**src/rtl/serial_add_ctrl_pkg.sv**
```systemverilog
// Shared definitions for the bit-serial add/subtract sequencer.
//   state_t : sequencer FSM states (IDLE, RUN, DONE)
//   OP_ADD / OP_SUB : encoding of the op_sub input
package serial_add_ctrl_pkg;

  typedef enum logic [1:0] {
    IDLE = 2'd0,
    RUN  = 2'd1,
    DONE = 2'd2
  } state_t;

  localparam logic OP_ADD = 1'b0;
  localparam logic OP_SUB = 1'b1;

endpackage

```
**src/rtl/serial_add_ctrl_full_adder.sv**
```systemverilog
// One-bit full-adder cell; the only arithmetic in serial_add_ctrl.
//   a, b : addend bits
//   cin  : carry in
//   s    : sum bit
//   cout : carry out
module full_adder (
  input  logic a,
  input  logic b,
  input  logic cin,
  output logic s,
  output logic cout
);

  assign s    = a ^ b ^ cin;
  assign cout = (a & b) | (cin & (a ^ b));

endmodule

```
**src/rtl/serial_add_ctrl.sv**
```systemverilog
// Bit-serial add/subtract sequencer. One full-adder cell processes a WIDTH-bit
// operation LSB first, one bit per clock.
//   clk, rst_n          : clock, asynchronous active-low reset
//   in_valid/in_ready   : operand handshake (a, b, op_sub sampled on accept)
//   op_sub              : 0 = a+b, 1 = a-b
//   out_valid/out_ready : result handshake
//   sum, cout, ovf      : result, final carry (sub: 1 = no borrow), signed overflow
module serial_add_ctrl
  import serial_add_ctrl_pkg::*;
#(
  parameter int unsigned WIDTH = 8
) (
  input  logic             clk,
  input  logic             rst_n,
  input  logic             in_valid,
  output logic             in_ready,
  input  logic             op_sub,
  input  logic [WIDTH-1:0] a,
  input  logic [WIDTH-1:0] b,
  output logic             out_valid,
  input  logic             out_ready,
  output logic [WIDTH-1:0] sum,
  output logic             cout,
  output logic             ovf
);

  localparam int unsigned CW = $clog2(WIDTH);

  state_t           state, state_nx;
  logic [WIDTH-1:0] ra, rb, sum_r;
  logic             carry, cout_r, ovf_r;
  logic [CW-1:0]    cnt;
  logic             last;
  logic             fa_s, fa_co;

  assign last = (cnt == CW'(WIDTH - 1));

  full_adder u_fa (
    .a    (ra[0]),
    .b    (rb[0]),
    .cin  (carry),
    .s    (fa_s),
    .cout (fa_co)
  );

  always_ff @(posedge clk or negedge rst_n) begin
    if (!rst_n) state <= IDLE;
    else        state <= state_nx;
  end

  always_comb begin
    state_nx  = state;
    in_ready  = 1'b0;
    out_valid = 1'b0;
    unique case (state)
      IDLE: begin
        in_ready = 1'b1;
        if (in_valid) state_nx = RUN;
      end
      RUN: begin
        if (last) state_nx = DONE;
      end
      DONE: begin
        out_valid = 1'b1;
        if (out_ready) state_nx = IDLE;
      end
      default: state_nx = IDLE;
    endcase
  end

  // Subtraction is a + ~b + 1: the +1 enters as the initial carry.
  always_ff @(posedge clk or negedge rst_n) begin
    if (!rst_n) begin
      ra     <= '0;
      rb     <= '0;
      sum_r  <= '0;
      carry  <= 1'b0;
      cnt    <= '0;
      cout_r <= 1'b0;
      ovf_r  <= 1'b0;
    end else begin
      unique case (state)
        IDLE: begin
          if (in_valid) begin
            ra    <= a;
            rb    <= (op_sub == OP_SUB) ? ~b : b;
            carry <= (op_sub == OP_SUB);
            cnt   <= '0;
          end
        end
        RUN: begin
          sum_r <= {fa_s, sum_r[WIDTH-1:1]};
          ra    <= ra >> 1;
          rb    <= rb >> 1;
          carry <= fa_co;
          cnt   <= cnt + CW'(1);
          if (last) begin
            // carry still holds the carry into the MSB at this point
            ovf_r  <= carry ^ fa_co;
            cout_r <= fa_co;
          end
        end
        default: ;
      endcase
    end
  end

  assign sum  = sum_r;
  assign cout = cout_r;
  assign ovf  = ovf_r;

endmodule

```
**config.mk**
```make
export PLATFORM = sky130hd
export DESIGN_NAME = serial_add_ctrl
export DESIGN_NICKNAME = d
export VERILOG_FILES = /design/src/rtl/serial_add_ctrl_pkg.sv /design/src/rtl/serial_add_ctrl_full_adder.sv /design/src/rtl/serial_add_ctrl.sv
export SDC_FILE = /design/constraint.sdc
export NUM_CORES = 1
export LEC_CHECK = 0
export ABC_AREA = 1
export BUFFER_PORTS_ARGS = -buffer_cell sky130_fd_sc_hd__buf_2
export CAP_MARGIN = 25
export CORE_ASPECT_RATIO = 0.9
export CORE_MARGIN = 8
export CORE_UTILIZATION = 45
export CTS_CLUSTER_DIAMETER = 200
export DETAILED_ROUTE_END_ITERATION = 12
export PLACE_DENSITY_LB_ADDON = 0.05
export SKIP_CTS_REPAIR_TIMING = 1
export SLEW_MARGIN = 25
export SYNTH_ARGS = -nofsm -noshare
export SYNTH_HDL_FRONTEND = slang
export SYNTH_SLANG_ARGS = --single-unit
export TNS_END_PERCENT = 5
```
**constraint.sdc**
```tcl
create_clock -name clk -period 1.9 [get_ports clk]
set_clock_uncertainty 0.2 [all_clocks]
set_input_delay 0.285 -clock clk [delete_from_list [all_inputs] [get_ports clk]]
set_output_delay 0.285 -clock clk [all_outputs]
set_load 0.01 [all_outputs]
```
-- After elaboration in Yosys (flattened, before gate mapping)
Cells that the tools add are included.
- register bits: 32
- logic and storage cells: 42
- output and inout port bits: 12
- input bits: 21
- reduce and logical (&&, ||, !) cells: 5
- multiplexer cells: 15
- bitwise gates (word level): 7
- equality and inequality tests: 6
- add/subtract/negate cells: 1
- operators with widths (kind ; number):
    8-bit one-hot mux with 2 select lines ; 2
    8-bit 2-to-1 mux ; 3
    8-bit inverter ; 1
    2-bit 2-to-1 mux ; 3
    2-bit != test, second input constant ; 3
    2-bit one-hot mux with 3 select lines ; 1
    3-bit one-hot mux with 2 select lines ; 1
    2-bit AND reduction ; 2
    3-bit by 1-bit adder with 3-bit output, second input constant ; 1
    3-bit == test, second input constant ; 1
    1-bit 2-to-1 mux ; 3
    3-bit 2-to-1 mux ; 1
    3-bit AND reduction ; 1
    1-bit XOR ; 3
    1-bit bitwise AND ; 2
    2-bit by 1-bit == test with 1-bit output, second input constant ; 1
    2-bit == test, second input constant ; 1
    2-bit zero test ; 1
    1-bit one-hot mux with 2 select lines ; 1
    2-bit nonzero test ; 1
    1-bit OR ; 1

-- Logic depth before layout (Yosys ltp)
Gate-level depths: netlist (run 1).
- word-level depth: 4
- gate-level depth with buffers: 6
- mapped depth without buffers: 6

-- By module
Synthesis (run 1) repeated with hierarchy kept, for this count alone.
- cell total of the unflattened synthesis: 189
- area, all modules: 1546.5 um^2
- by module, submodules not included (module ; area an instance (um^2) ; cells each ; seq. area each (um^2) ; times used):
    serial_add_ctrl ; 1526.5 ; 188 ; 800.8 ; 1
    full_adder ; 20.0 ; 1 ; 0.0 ; 1

-- Worst setup path after synthesis (run 1)
No wires, ideal clock.
- path type: register to register
- from: register carry
- to: register ovf_r (netlist: ovf)
- setup slack: 485 ps
- setup time: 116 ps
- data required time: 1584 ps
- stages on the path, launching flop included: 5
- data arrival time: 1099 ps
- clock period less this slack: 1415 ps
- path through: dfrtp_1 -> fa_1 -> xor2_1 -> nand2_1 -> nand2_1
- word-level cells in the longest chain between the ends: 3
- ends and longest elaborated chain (element ; RTL line ; source):
    from (decl) ; serial_add_ctrl.sv:31 ; logic carry, cout_r, ovf_r;
    from (signal assigned) ; serial_add_ctrl.sv:87 ; carry <= (op_sub == OP_SUB);
    from (signal assigned) ; serial_add_ctrl.sv:95 ; carry <= fa_co;
    1-bit bitwise AND ; serial_add_ctrl_full_adder.sv:15 ; assign cout = (a & b) | (cin & (a ^ b));
    1-bit OR ; serial_add_ctrl_full_adder.sv:15 ;
    net fa_co ; serial_add_ctrl.sv:34 ; logic fa_s, fa_co;
    1-bit XOR ; serial_add_ctrl.sv:99 ; ovf_r <= carry ^ fa_co;
    to (signal assigned) ; serial_add_ctrl.sv:99 ;
    to (decl) ; serial_add_ctrl.sv:31 ;
The timed path passes the listed nets, and every way through them passes these cells.
A chain may end at the register's enable or synchronous reset.

-- Worst setup path after layout (run 1)
- from: register state[0]
- to: output port in_ready
- word-level cells in the longest chain between the ends: 2
- ends and longest elaborated chain (element ; RTL line ; source):
    from (decl) ; serial_add_ctrl.sv:29 ; state_t state, state_nx;
    from (signal assigned) ; serial_add_ctrl.sv:48 ; else state <= state_nx;
    2-bit zero test ; serial_add_ctrl.sv:55 ; unique case (state)
    1-bit 2-to-1 mux ; serial_add_ctrl.sv:55 ;
    to (decl) ; serial_add_ctrl.sv:16 ; output logic in_ready,
No other way between the ends.

==> impl_metrics.json, run 1 <==
{
  "pwr-share-clk": 0.223,
  "clock_latency_ns": 0.28,
  "p_leak_uw": 0.00103,
  "cts_made_buffers": 5,
  "drt_iter0_drc": 69,
  "grtUsageTotal": 0.132,
  "r2r-start": "carry$_DFFE_PN0P_",
  "route.antenna.remaining_nets": 0,
  "fp.dieArea_um2": 5600,
  "routabilityCongestion": 0.728,
  "max_freq_mhz": 644,
  "status": "finished, final reports clean",
  "grt_pass1_vias": 1358,
  "vdd_drop_max_uv": 728,
  "holdPathEnd": "ra[7]$_DFFE_PN0P_",
  "hold_violations": 0,
  "final_net_count": 252,
  "hpwl_um": 2470,
  "intPower_uw": 1770,
  "rows": 20,
  "synth_commonest_cells": "70 x nand2_1, 43 x nand3_1, 32 x dfrtp_1",
  "synth.most_common_cell": "nand2_1",
  "min_period_ns": 1.55,
  "rsz0062_at_grt": "false",
  "drv_slew": 0,
  "synth_cells": 190,
  "yosys-top-cells-area": "dfrtp_1 51%, nand2_1 17%, nand3_1 14%",
  "drc": 0,
  "end_kind": "primary output",
  "async_flop_share": 1.00,
  "die_w_um": 78.0,
  "start_kind": "flip-flop",
  "ys_ff_latch": 32,
  "worst-setup-path-type": "flip-flop to primary output",
  "antenna_found_initial": 0,
  "synth_largest_area_cell": "dfrtp_1",
  "drive_gt1_frac": 0.227,
  "path_max_fanout": 6,
  "syn_avg_cell_area_um2": 8.19,
  "wl_per_cell_um": 12.6,
  "ff2ff_setup_slack_ns": 0.41,
  "first_pass_iters": 4,
  "synthesis.nets": 214,
  "io-pin-count": 33,
  "cts_sinks": 32,
  "seq_area_frac_synth": 0.514,
  "num_vias": 1365,
  "finalPower_uw": 2810,
  "syn_area_um2": 1560,
  "portBuffers": 32,
  "critPathRequiredTime_ns": 1.41,
  "worst_hold_path_type": "input port to flip-flop",
  "ys.flop_type": "dfrtp_1",
  "synth_top_area_frac": 0.514,
  "powerDensity_nw_per_um2": 1500,
  "wl_um": 3430,
  "cts_buffer_depth": 2,
  "grt_max_degree": 33,
  "initial_core_util": 0.464,
  "seqPwrFrac": 0.404,
  "synthToLayoutAreaGrowth_pct": 20.7,
  "r2r_end": "ovf$_DFFE_PN0P_",
  "p_sw_uw": 1040,
  "synth_edf_count": 0,
  "overflow": 0,
  "comb_power_share": 0.372,
  "slew_headroom": 0.542,
  "antenna_cells": 0,
  "dieHeight_um": 71.8,
  "grt_pass1_wl_um": 5980,
  "cts_tree": "done",
  "fin_tns_setup_ns": 0,
  "synth_warnings": 0,
  "finalSetupViolations": 0,
  "htreeDepth": 2,
  "yosysUniqueCellTypes": 17,
  "min_from": "a[7]",
  "core_area_um2": 3350,
  "swShare": 0.371,
  "vias_per_cell": 5.00,
  "clk_pin_slew_ns": 0.07,
  "drv_cap": 0,
  "root_buffer": "clkbuf_8",
  "worst_slew_pin_slew_ns": 0.688,
  "r2r_cells": 4,
  "cp.arrival_ns": 1.07,
  "min_path_cells": 3,
  "fin_crit_sh": 0.817
}
==> cell usage in the layout (no fill, tap or decap) <==
cell type	instances
buf_2	32
buf_4	7
bufinv_16	1
clkbuf_1	1
clkbuf_8	5
clkinv_2	1
dfrtp_1	32
dlygate4sd3_1	2
fa_1	1
ha_1	2
inv_1	12
inv_2	2
nand2_1	70
nand2_2	1
nand3_1	43
nor2_1	2
nor2_2	2
nor2_4	1
o21ai_1	9
o31ai_1	1
xor2_1	2
==> layout make-up <==
cell class | count | area, um2
clock buffers | 6 | 72.6
flip-flops and latches | 32 | 801
fillers | 330 | 1470
repair buffers | 41 | 233
multi-input cells | 134 | 631
well taps | 44 | 55.1
clock inverters | 2 | 35.0
inverters | 14 | 52.6
==> worst max-delay path, stage by stage, from the launching register on <==
cell and delay [ns]:
dfrtp_1 0.46, nor2_2 0.18, buf_2 0.15
==> cell families (layout without fill, tap and decap cells) <==
kind of cell	after synthesis	count (layout)	share of synthesized area
simple gates	119	119	0.331
xor+xnor	2	2	0.0113
buf+inv	24	63	0.0804
flops	32	32	0.514
compound gates	10	10	0.0338
fa+ha+maj	3	3	0.0289
==> power by group through the flow <==
stage               combinational [uW]  sequential [uW]  clock, uW
floorplan                          722             1140          0
global placement                  1040             1130          0
detailed placement                1050             1140          0
CTS                               1060             1130        637
global route                      1210             1170        671
finish                            1050             1140        628
==> registers in the layout (all words and copies together), names as in the netlist <==
name and cells:
ra 8, ovf 1, state 2, cnt 3
cout 1, carry 1, sum 8, rb 8
==> worst max-delay path by stage <==
stage	from	end	slack, ns
after CTS	state[0]$_DFFE_PN0P_	in_ready	0.34
final	state[0]$_DFFE_PN0P_	in_ready	0.35
after global routing	state[0]$_DFFE_PN0P_	in_ready	0.28
after global placement	carry$_DFFE_PN0P_	ovf$_DFFE_PN0P_	0.46
after detailed placement	carry$_DFFE_PN0P_	ovf$_DFFE_PN0P_	0.41
after floorplan	carry$_DFFE_PN0P_	ovf$_DFFE_PN0P_	0.48
==> metrics by stage <==
step	hold slack [ns]	utilization	cells	setup WS (ns)	cell area [um2]
after floorplan	-0.211	-	190	0.485	1560
final	0.00474	0.560	273	0.348	1880
after CTS	-0.128	0.554	271	0.341	1860
after global placement	0.171	0.522	263	0.464	1750
after global routing	0.0333	0.560	273	0.278	1880
after detailed placement	0.169	0.522	263	0.412	1750
==> routing by layer <==
layer / global-route usage / part of all wire / up-vias
li1: - / - / 681
met1: 0.168 / 0.49 / 653
met2: 0.209 / 0.45 / 26
met3: 0.0425 / 0.049 / 5
met4: 0.0370 / 0.0096 / 0
met5: 0 / 0 / -
No activity file was read; power rests on OpenSTA's default activity.
==> run 2: changes to the inputs <==
==> constraint.sdc (replaced) <==
create_clock -name clk -period 1.62 [get_ports clk]
set_clock_uncertainty 0.2 [all_clocks]
set_input_delay 0.243 -clock clk [delete_from_list [all_inputs] [get_ports clk]]
set_output_delay 0.243 -clock clk [all_outputs]
set_load 0.01 [all_outputs]
==> run 2 against run 1 <==
Power grew 21%. Clock-buffer cell count grew 1. Die area is the same. Largest cell class unchanged. Utilization rose by 1.6 points. Clock power up 33%. Final cell count is 0.73% higher. Combinational power is 17% higher. Via count shrank 0.81%. Non-clock buffer count up 2. Routed wire length grew 4.1%. Final area grew 2.9%.
==> impl_metrics.json, run 2 (synthesis gave the netlist of run 1 again) <==
{
  "htreeDepth": 2,
  "route.antenna.remaining_nets": 0,
  "worst_hold_path_type": "input port to flip-flop",
  "cts_buffer_depth": 2,
  "rows": 20,
  "slew_headroom": 0.707,
  "final_common_cell": "nand2_1",
  "overflow": 0,
  "dieHeight_um": 71.8,
  "wl_met2_um": 1690,
  "r2r_cells": 4,
  "layout_setup_ws_ns": 0.0583,
  "cts_made_buffers": 5,
  "wl_met3_um": 250,
  "io-pin-count": 33,
  "r2r_end": "ovf$_DFFE_PN0P_",
  "drv_slew": 0,
  "wl_um": 3570,
  "fp.dieArea_um2": 5600,
  "cts_sinks": 32,
  "grt_pass1_wl_um": 6150,
  "min_path_cells": 3,
  "clock_latency_ns": 0.28,
  "start_kind": "flip-flop",
  "fin_tns_setup_ns": 0,
  "grt_pass1_vias": 1349,
  "highest_layer": "met4",
  "root_buffer": "clkbuf_8",
  "antenna_cells": 0,
  "vdd_drop_max_uv": 710,
  "cts_tree": "done",
  "status": "finished, final reports clean",
  "path_max_fanout": 6,
  "fin_crit_sh": 0.964,
  "hold_violations": 0,
  "drt_iter0_drc": 106,
  "holdPathEnd": "ra[3]$_DFFE_PN0P_",
  "drive_gt1_frac": 0.234,
  "powerDensity_nw_per_um2": 1760,
  "end_kind": "primary output",
  "r2r-start": "carry$_DFFE_PN0P_",
  "drc": 0,
  "ff2ff_setup_slack_ns": 0.16,
  "worst_slew_pin_slew_ns": 0.440,
  "wl_per_cell_um": 13.0,
  "critPathRequiredTime_ns": 1.18,
  "vias_per_cell": 4.92,
  "die_w_um": 78.0,
  "first_pass_iters": 4,
  "worst-setup-path-type": "flip-flop to primary output",
  "cp.arrival_ns": 1.12,
  "min_period_ns": 1.56,
  "max_freq_mhz": 640,
  "synthToLayoutAreaGrowth_pct": 24.2,
  "rsz0062_at_grt": "false",
  "portBuffers": 32,
  "grt_max_degree": 22,
  "clk_pin_slew_ns": 0.07,
  "routabilityCongestion": 0.730,
  "grtUsageTotal": 0.138,
  "layout.core_utilization": 0.576,
  "p_leak_uw": 0.00106,
  "layout_common_cells": "70 x nand2_1, 43 x nand3_1, 32 x dfrtp_1, 32 x buf_2, 12 x inv_1",
  "final_net_count": 254,
  "initial_core_util": 0.464,
  "hpwl_um": 2550,
  "pre_cts_slack_ns": 0.160,
  "holdWs_ns": 0.00264,
  "min_from": "a[3]",
  "drv_cap": 0,
  "finalSetupViolations": 0,
  "wl_met1_um": 1580,
  "antenna_found_initial": 0,
  "core_area_um2": 3350,
  "num_vias": 1354
}
run 2: changes by cell type in the layout (fill, tap and decap cells not counted), sizes merged:
| cell | change |
|---|---|
| buf | +1 |
| clkbuf | +1 |
| clkinv | -1 |
| dlygate4sd3 | +1 |
run 2: worst max-delay path by stage:
stage | from | to | slack [ns] | cells after the start
floorplan | carry$_DFFE_PN0P_ | ovf$_DFFE_PN0P_ | 0.20 | 4
global placement | carry$_DFFE_PN0P_ | ovf$_DFFE_PN0P_ | 0.19 | 4
detailed placement | carry$_DFFE_PN0P_ | ovf$_DFFE_PN0P_ | 0.16 | 4
CTS | state[0]$_DFFE_PN0P_ | in_ready | -0.02 | 2
global route | state[1]$_DFFE_PN0P_ | out_valid | 0.002 | 3
finish | state[0]$_DFFE_PN0P_ | in_ready | 0.06 | 2
run 2: per-stage QoR:
stage | total power, uW | std cells | area [um2]
4_1_cts | 3440 | 272 | 1900
6_report | 3400 | 275 | 1930
3_5_place_dp | 2580 | 264 | 1770
3_3_place_gp | 2530 | 264 | 1770
5_1_grt | 3700 | 275 | 1930
2_1_floorplan | 2190 | 190 | 1560
run 2: layout make-up:
type                    instances  area (um2)
clock buffers                   7        96.3
repair buffers                 43         263
clock inverters                 1        30.0
flip-flops and latches         32         801
fillers                       356        1420
inverters                      14        52.6
multi-input cells             134         636
well taps                      44        55.1
run 2: report_power, final:
part,total (uW),internal [uW],switching (uW)
clock,836,542,294
combinational,1230,507,727
sequential,1330,1120,209
run 2: metal layers:
| layer | vias up | track usage |
|---|---|---|
| li1 | 689 | - |
| met1 | 628 | 0.163 |
| met2 | 33 | 0.214 |
| met3 | 4 | 0.0550 |
| met4 | 0 | 0.0678 |
| met5 | - | 0 |
run 2: critical path: stages (launching register included):
cell and delay (ns):
dfrtp_1 0.47, nor2_4 0.20, buf_2 0.16
==> run 3: changes to the inputs <==
--- a/config.mk
+++ b/config.mk
@@ -7,7 +7,6 @@
 export LEC_CHECK = 0
 export ABC_AREA = 1
 export BUFFER_PORTS_ARGS = -buffer_cell sky130_fd_sc_hd__buf_2
-export CAP_MARGIN = 25
 export CORE_ASPECT_RATIO = 0.9
 export CORE_MARGIN = 8
 export CORE_UTILIZATION = 45
==> constraint.sdc (replaced) <==
create_clock -name clk -period 1.8 [get_ports clk]
set_clock_uncertainty 0.2 [all_clocks]
set_input_delay 0.27 -clock clk [delete_from_list [all_inputs] [get_ports clk]]
set_output_delay 0.27 -clock clk [all_outputs]
set_load 0.01 [all_outputs]
==> run 3 against run 2 <==
Via count decreased by 2.3%. Power fell by 17%. Final area is 3.9% lower. Highest routed layer unchanged.
==> impl_metrics.json, run 3 (synthesis gave the netlist of run 1 again) <==
{
  "min_from": "a[2]",
  "routabilityCongestion": 0.740,
  "vias_per_cell": 4.86,
  "drv_cap": 0,
  "wl_per_cell_um": 12.2,
  "intPower_uw": 1740,
  "finalSetupViolations": 0,
  "p_sw_uw": 1070,
  "fin_tns_setup_ns": 0,
  "die_w_um": 78.0,
  "route.antenna.remaining_nets": 0,
  "ff2ff_setup_slack_ns": 0.34,
  "holdPathEnd": "ra[2]$_DFFE_PN0P_",
  "clk_pin_slew_ns": 0.06,
  "r2r_end": "ovf$_DFFE_PN0P_",
  "first_pass_iters": 4,
  "grtUsageTotal": 0.129,
  "final_common_cell": "nand2_1",
  "core_area_um2": 3350,
  "r2r_cells": 4,
  "worst-setup-path-type": "flip-flop to primary output",
  "wl_met2_um": 1440,
  "wl_um": 3310,
  "rows": 20,
  "drc": 0,
  "slew_headroom": 0.536,
  "wl_met1_um": 1600,
  "comb_power_share": 0.376,
  "cpPeakStageDelay_ns": 0.44,
  "seqPwrFrac": 0.426,
  "wl_met3_um": 237,
  "p_leak_uw": 0.00102,
  "worstPathCellList": "inv_2 -> nor2_1 -> buf_2",
  "worst_slew_pin_slew_ns": 0.696,
  "hold_violations": 0,
  "min_period_ns": 1.52,
  "filler_cell_count": 334,
  "grt_pass1_vias": 1271,
  "pwr-share-clk": 0.198,
  "layout_common_cells": "70 x nand2_1, 43 x nand3_1, 32 x dfrtp_1, 32 x buf_2, 12 x inv_1",
  "worst_hold_path_type": "input port to flip-flop",
  "swShare": 0.381,
  "portBuffers": 32,
  "holdWs_ns": 0.0358,
  "io-pin-count": 33,
  "initial_core_util": 0.464,
  "antenna_cells": 0,
  "cts_made_buffers": 5,
  "min_path_cells": 3,
  "slowest_stage": "dfrtp_1",
  "critPathRequiredTime_ns": 1.33,
  "synthToLayoutAreaGrowth_pct": 19.3,
  "cts_sinks": 32,
  "cts_tree": "done",
  "root_buffer": "clkbuf_8",
  "dieHeight_um": 71.8,
  "final_net_count": 251,
  "antenna_found_initial": 0,
  "fin_crit_sh": 0.842,
  "cts_buffer_depth": 2,
  "hpwl_um": 2360,
  "end_kind": "primary output",
  "powerDensity_nw_per_um2": 1510,
  "cp.arrival_ns": 1.05,
  "num_vias": 1323,
  "highest_layer": "met4",
  "path_max_fanout": 4,
  "fp.dieArea_um2": 5600,
  "grt_pass1_wl_um": 5760,
  "max_freq_mhz": 660,
  "overflow": 0,
  "drv_slew": 0,
  "htreeDepth": 2,
  "status": "finished, final reports clean",
  "grt_max_degree": 33,
  "drive_gt1_frac": 0.215,
  "drt_iter0_drc": 68,
  "clock_latency_ns": 0.28,
  "r2r-start": "carry$_DFFE_PN0P_",
  "vdd_drop_max_uv": 630,
  "start_kind": "flip-flop",
  "rsz0062_at_grt": "false"
}
==> run 3: cell types whose count changed in the layout (fill, tap and decap cells not counted) <==
cell,delta
bufinv_16,-1
nor2_4,-1
buf_12,-1
nor2_2,+1
clkbuf_8,-1
buf_4,-2
clkbuf_1,+2
==> run 3: worst max-delay path by stage <==
stage          slack, ns               to                  from  cells after the start
6_report            0.28        out_valid  state[1]$_DFFE_PN0P_                      3
4_1_cts             0.27        out_valid  state[1]$_DFFE_PN0P_                      3
2_1_floorplan       0.38  ovf$_DFFE_PN0P_     carry$_DFFE_PN0P_                      4
3_5_place_dp        0.35  ovf$_DFFE_PN0P_     carry$_DFFE_PN0P_                      4
5_1_grt             0.22        out_valid  state[1]$_DFFE_PN0P_                      3
3_3_place_gp        0.37  ovf$_DFFE_PN0P_     carry$_DFFE_PN0P_                      4
==> run 3: routing by layer <==
metal / vias up / GRT usage
met4: 0 / 0.0370
met3: 3 / 0.0675
met1: 607 / 0.163
li1: 682 / -
met5: - / 0
met2: 31 / 0.187
==> run 3: power groups by stage <==
stage | clock (uW) | sequential, uW | combinational (uW)
6_report | 556 | 1200 | 1060
5_1_grt | 610 | 1230 | 1220
4_1_cts | 575 | 1200 | 1080
3_5_place_dp | 0 | 1210 | 1070
3_3_place_gp | 0 | 1190 | 1060
2_1_floorplan | 0 | 1210 | 763
==> run 3: cell type report <==
type,instances,area (um2),area share
sequential,32,801,0.431
timing repair buffer,40,228,0.123
clock buffer,8,90.1,0.0485
multi-input combinational,134,631,0.340
tap,44,55.1,0.0296
inverter,14,52.6,0.0283
==> run 3: worst max-delay path, delay by kind of cell (launching register included) <==
family	cells	cell delay, ns
and+or+nand+nor	1	0.10
DFF	1	0.44
buffers and inverters	2	0.22
==> run 3: per-stage QoR <==
stage / power [uW] / cell area, um2 / instances / setup slack, ns / util
floorplan: 1970 / 1560 / 190 / 0.385 / -
global placement: 2250 / 1740 / 261 / 0.367 / 0.518
detailed placement: 2280 / 1740 / 261 / 0.347 / 0.518
CTS: 2850 / 1830 / 269 / 0.272 / 0.545
global route: 3060 / 1860 / 272 / 0.222 / 0.554
finish: 2810 / 1860 / 272 / 0.284 / 0.554
